<file path="src/rtl/grid_scan_7x7.sv">
`default_nettype none
// ============================================================================
//  Module   : grid_scan_7x7
//  Purpose  : Row-multiplexed scanner for a 7x7 cell grid. A snapshot of the
//             grid is taken once per frame, then each row is driven for DWELL
//             cycles followed by BLANK all-off cycles. frame_done pulses on
//             the last cycle of each frame.
//  Options  : SCAN_BRIGHTNESS_EN adds a 3-bit brightness input that gates
//             col_data on a period-8 duty cycle within each row dwell.
//  Revision : 1.0 - initial release
// ============================================================================
module grid_scan_7x7 #(
  parameter int DWELL = 1000,
  parameter int BLANK = 8
) (
  input  logic        clka,
  input  logic        stop,
  input  logic        enable,
  input  logic [48:0] grid,
  input  logic        grid_valid,
`ifdef SCAN_BRIGHTNESS_EN
  input  logic [2:0]  brightness,
`endif
  output logic [6:0]  row_sel,
  output logic [6:0]  col_data,
  output logic        frame_done,
  output logic [7:0]  frame_count
);

  typedef enum logic [1:0] {
    ST_IDLE  = 2'd0,
    ST_LOAD  = 2'd1,
    ST_SCAN  = 2'd2,
    ST_BLANK = 2'd3
  } state_t;

  // Last in-state count for each timed state; 16 bits covers DWELL up to 65535.
  localparam logic [15:0] c_dwell_last = 16'(DWELL - 1);
  localparam logic [15:0] c_blank_last = (BLANK > 0) ? 16'(BLANK - 1) : 16'd0;
  localparam bit          c_has_blank  = (BLANK > 0);

  state_t      state_q, state_d;
  logic [2:0]  row_q, row_d;
  logic [15:0] cnt_q, cnt_d;
  logic [48:0] snap_q, snap_d;
  logic        pending_q, pending_d;
  logic [6:0]  row_sel_q, row_sel_d;
  logic [6:0]  col_data_q, col_data_d;
  logic        frame_done_q, frame_done_d;
  logic [7:0]  frame_count_q, frame_count_d;

  logic        w_row_end;
  logic        w_last_cyc;
  logic [5:0]  w_base;

  // Next-state, counters, snapshot and pending-flag update.
  always_comb begin
    state_d   = state_q;
    row_d     = row_q;
    cnt_d     = cnt_q;
    snap_d    = snap_q;
    pending_d = pending_q;
    w_row_end = 1'b0;

    case (state_q)
      ST_IDLE: begin
        if (grid_valid) pending_d = 1'b1;
        // Entering LOAD from IDLE must always refresh the snapshot, so it is
        // treated as if a new generation were pending.
        if (enable) begin
          state_d   = ST_LOAD;
          pending_d = 1'b1;
        end
      end
      ST_LOAD: begin
        if (pending_q || grid_valid) snap_d = grid;
        pending_d = 1'b0;
        row_d     = 3'd0;
        cnt_d     = 16'd0;
        state_d   = ST_SCAN;
      end
      ST_SCAN: begin
        if (grid_valid) pending_d = 1'b1;
        if (cnt_q == c_dwell_last) begin
          if (c_has_blank) begin
            state_d = ST_BLANK;
            cnt_d   = 16'd0;
          end else begin
            w_row_end = 1'b1;
          end
        end else begin
          cnt_d = cnt_q + 16'd1;
        end
      end
      ST_BLANK: begin
        if (grid_valid) pending_d = 1'b1;
        if (cnt_q == c_blank_last) w_row_end = 1'b1;
        else                       cnt_d = cnt_q + 16'd1;
      end
      default: state_d = ST_IDLE;
    endcase

    // Row finished: advance to the next row, or close the frame.
    if (w_row_end) begin
      cnt_d = 16'd0;
      if (row_q == 3'd6) begin
        row_d   = 3'd0;
        state_d = enable ? ST_LOAD : ST_IDLE;
      end else begin
        row_d   = row_q + 3'd1;
        state_d = ST_SCAN;
      end
    end
  end

  // Output values for the upcoming cycle, derived from the next state so the
  // registered outputs line up with the state they describe.
  always_comb begin
    row_sel_d  = 7'd0;
    col_data_d = 7'd0;
    w_base     = {3'b000, row_d} * 6'd7;
    if (state_d == ST_SCAN) begin
      row_sel_d  = 7'd1 << row_d;
      col_data_d = snap_d[w_base +: 7];
`ifdef SCAN_BRIGHTNESS_EN
      if (cnt_d[2:0] > brightness) col_data_d = 7'd0;
`endif
    end
    if (c_has_blank) w_last_cyc = (state_d == ST_BLANK) && (cnt_d == c_blank_last);
    else             w_last_cyc = (state_d == ST_SCAN)  && (cnt_d == c_dwell_last);
    frame_done_d  = w_last_cyc && (row_d == 3'd6);
    frame_count_d = frame_count_q + {7'd0, frame_done_d};
  end

  // State and output registers with synchronous reset.
  always_ff @(posedge clka) begin
    if (stop) begin
      state_q       <= ST_IDLE;
      row_q         <= 3'd0;
      cnt_q         <= 16'd0;
      snap_q        <= 49'd0;
      pending_q     <= 1'b0;
      row_sel_q     <= 7'd0;
      col_data_q    <= 7'd0;
      frame_done_q  <= 1'b0;
      frame_count_q <= 8'd0;
    end else begin
      state_q       <= state_d;
      row_q         <= row_d;
      cnt_q         <= cnt_d;
      snap_q        <= snap_d;
      pending_q     <= pending_d;
      row_sel_q     <= row_sel_d;
      col_data_q    <= col_data_d;
      frame_done_q  <= frame_done_d;
      frame_count_q <= frame_count_d;
    end
  end

  assign row_sel     = row_sel_q;
  assign col_data    = col_data_q;
  assign frame_done  = frame_done_q;
  assign frame_count = frame_count_q;

endmodule
`default_nettype wire

</file>
<file path="config.mk">
export PLATFORM = sky130hd
export DESIGN_NAME = grid_scan_7x7
export DESIGN_NICKNAME = d
export VERILOG_FILES = /design/src/rtl/grid_scan_7x7.sv
export SDC_FILE = /design/constraint.sdc
export NUM_CORES = 1
export LEC_CHECK = 0
export BUFFER_PORTS_ARGS = -buffer_cell sky130_fd_sc_hd__buf_2
export CAP_MARGIN = 10
export CORE_UTILIZATION = 30
export CTS_BUF_LIST = sky130_fd_sc_hd__clkbuf_4 sky130_fd_sc_hd__clkbuf_8 sky130_fd_sc_hd__clkbuf_16
export DETAILED_ROUTE_END_ITERATION = 8
export PLACE_DENSITY = 0.6
export SYNTH_ARGS = -nofsm -noshare
export SYNTH_HDL_FRONTEND = slang
export SYNTH_SLANG_ARGS = --single-unit
</file>
<file path="constraint.sdc">
create_clock -name clka -period 2.54 [get_ports clka]
set_input_delay 0.254 -clock clka [delete_from_list [all_inputs] [get_ports clka]]
set_output_delay 0.254 -clock clka [all_outputs]
set_load 0.005 [all_outputs]
</file>
==> impl_results.md <==
- Final Util: 40.6%
- Tightest Pin Transition: 0.606 ns
- Cells after Synth: 452
- Hold Path Class: primary input to flip-flop
- Comb pwr share: 9.6%
- Crit-path max FO: 5
- Ratio of cells with drive above 1 in the final layout: 38.5%
- Final nets: 629
- IO Pins: 76
- CTS clk-pin slew, worst paths: 0.06 ns
- Sum Neg Setup Slack: -0.532 ns
- Post-Layout Cell Count: 756
- Post-synth top area share: 43.8%
- # fillers: 1,378
- Starting Density: 30.8%
- Fmax: 378 MHz
- Period Utilization, post-route: 104%
- Synth-to-layout area growth: 31.8%
- Max-slew violations: 0
- Root buffer cell: clkbuf_16
- # diodes: 0
- Starting DRT DRC Count: 230
- Post-synthesis cell area: 0.00430 sq mm
- Height of the die: 122 um
- Top Layer Used: met4
- FFs w/ async S/R, synth: 0%
- Core area: 0.0139 sq mm
- Final Hold Fails: 0
- First-pass DRT Iterations: 5
- R2r setup slk: -0.11 ns
- Met2 wire length: 5390 um
- Failing checks: negative setup slack
- Die X: 122 um
- Required @ worst endpoint: 2.76 ns
- DP HPWL: 8170 um
- Initial antenna violation count: 0
- Clock H-tree levels: 3
- Int Power: 2.46 mW
- Net load switching power: 0.726 mW
- Reg power frac: 48.0%
- Routability congestion estimate: 0.882
- Synth area leaders: dfxtp_1 44%, mux2_2 8.6%, nor2b_1 5.8%
- DRC violations left: 0
- Status: finished with violations
- Hold buffers post-CTS: 0
- Placed cells: 740
- Met3 Wirelength: 544 um
- Synth cell types: 51
- Worst setup path class: flip-flop to flip-flop
- Fin crit period: 2.65 ns
- TritonCTS clock tree: done
- Vias per cell: 4.90
- Critical path arrival: 2.87 ns
- Max VDD drop: 286 uV
- GRT overflow: 0
- Final setup fails: 7
- Min setup slack post-route: -0.105 ns
- Post-synth EDFFs: 0
- Largest net degree at the start of global routing: 58
- Post-synth top area cell: dfxtp_1
- Detailed-route via count: 3,701
- I/O Buffers: 75
- Post-DRT Antenna Nets: 0
- Post-synthesis sequential area ratio: 43.8%
- First-pass GRT wire length: 17,800 um
- Row cnt: 43
- Synth Flop Type: dfxtp_1
- Yosys warning total: 0
- PwrDens: 562 mW/mm^2
- Lkg Pwr: 2.31 nW
- Die Area: 0.0148 sq mm
- M1 WL: 4850 um
- Startpoint Class: flip-flop
- Total CTS buffers: 9
- Routed wire length: 10,900 um
- RSZ-0062 raised after global routing: true
- Synthesized netlist net count: 508
- CTS Buffer Depth: 2
- Slew Limit Headroom: 59.6%
- Drt wl/cell: 14.5 um
- Clk sinks: 94
- Sw frac: 22.8%
- Vias in the first global route: 3,716
- Clock power frac: 42.3%
- Final setup skew: 0.00778 ns
- Max cap viols: 0
- Yosys reg bits: 94
- Gr usage total: 15.3%
- Avg Cell Area, Syn: 9.51 sq um
- Crit path capture type: flip-flop
- Clock latency at the later pin of the worst-skew pair: 0.34 ns
==> cell usage after synthesis, types with 2 or more instances <==
library cell / n
o22ai_1: 7
buf_2: 7
nor3b_1: 2
o21ai_0: 3
or3b_1: 2
a221o_1: 7
nor4_4: 2
mux2_2: 33
or3_1: 3
or2_2: 2
nand2b_1: 3
nand3_1: 19
a211oi_1: 10
a222oi_1: 6
and4_1: 2
o211ai_1: 2
nor3_1: 21
clkbuf_1: 17
and3_1: 3
nand2_1: 16
nor2_1: 64
xor2_1: 12
dfxtp_1: 94
nand3b_1: 2
nor2b_1: 40
ha_1: 3
a22oi_1: 2
buf_1: 3
mux2i_1: 18
xnor2_1: 10
a21oi_1: 13
nand4_1: 5
==> power by group through the flow <==
stage	Clock [mW]	Combinational (mW)	Sequential, mW
after global routing	1.44	0.339	1.53
after detailed placement	0	0.304	1.56
after CTS	1.38	0.306	1.53
after floorplan	0	0.189	1.56
after global placement	0	0.299	1.56
final	1.35	0.307	1.53
==> per-layer routing <==
metal  vias up  GRT usage, %
li1       1847             -
met1      1746          18.5
met2        92          26.8
met3        16          3.79
met4         0          4.32
met5         -             0
==> final cells by class <==
| cell class | count | area (sq um) | share of cell area, % |
|---|---|---|---|
| repair buffers | 139 | 881 | 15.6 |
| flip-flops and latches | 94 | 1890 | 33.3 |
| well taps | 180 | 225 | 3.98 |
| inverters | 1 | 3.75 | 0.0663 |
| multi-input cells | 328 | 2370 | 41.9 |
| clock inverters | 4 | 57.6 | 1.02 |
| clock buffers | 10 | 239 | 4.22 |
==> logic make-up after synthesis <==
kind of cell	share of synthesized area, %
and+or+nand+nor	24.5
AOI/OAI and AO/OA	10.5
adders and majority gates	0.874
buffers and inverters	3.09
DFF	43.8
xor gates and xnor gates	4.48
muxes	12.8
==> layout by cell type, fill, tap and decap left out, types with 3 or more instances in the layout <==
master      n
a211oi_1    4
a211oi_2    6
a21oi_1    12
a221o_1     7
a222oi_1    6
buf_2      75
buf_4      62
clkbuf_16   9
dfxtp_1    91
dfxtp_2     3
ha_2        3
mux2_2     33
mux2i_1    18
nand2_1    15
nand2b_1    3
nand3_1    17
nand4_1     5
nor2_1     62
nor2b_1    40
nor3_1     19
o22ai_1     7
xnor2_1    10
xor2_1     12
==> through the flow <==
| stage | hold slack, ns | setup WS (ns) | instance area [sq um] | power, mW |
|---|---|---|---|---|
| 3_5_place_dp | 0.476 | -0.148 | 5280 | 1.87 |
| 4_1_cts | 0.177 | -0.112 | 5590 | 3.22 |
| 3_3_place_gp | 0.469 | -0.0123 | 5280 | 1.86 |
| 6_report | 0.183 | -0.105 | 5660 | 3.18 |
| 5_1_grt | 0.198 | -0.278 | 5660 | 3.31 |
| 2_1_floorplan | 0.392 | -0.00282 | 4330 | 1.75 |
==> worst max-delay path, stage by stage, from the launching register on <==
cell,delay [ns]
dfxtp_2,0.33
nor4_4,0.35
nand4_4,0.17
or3_4,0.37
nor4b_2,0.21
a31oi_1,0.08
nor2_1,0.12
and4_1,0.20
ha_2,0.18
and3_4,0.21
nand3_2,0.08
xor2_1,0.14
nor2_1,0.06
==> state kept, by name (all words and copies together) (netlist names) <==
signal / flops
cnt_q: 16
col_data: 7
frame_count: 8
frame_done: 1
pending_q: 1
row_q: 3
row_sel: 7
snap_q: 49
state_q: 2
==> path summary, 6_finish.rpt <==
check,end,from,cells past startpoint
worst max register to register,frame_count[7],cnt_q[13],12
worst max-delay path,frame_count[7],cnt_q[13],12
worst min register to register,snap_q[15],snap_q[15],2
worst min-delay path,snap_q[48],grid[48],3
==> timing repair <==
action / 4_1_cts / 5_1_grt
buffers inserted: 0 / 2
pin swaps: 1 / 5
endpoints found under the setup margin: 13 / 15
resized for setup: 4 / 15
Power figures use the tool's default switching activity.
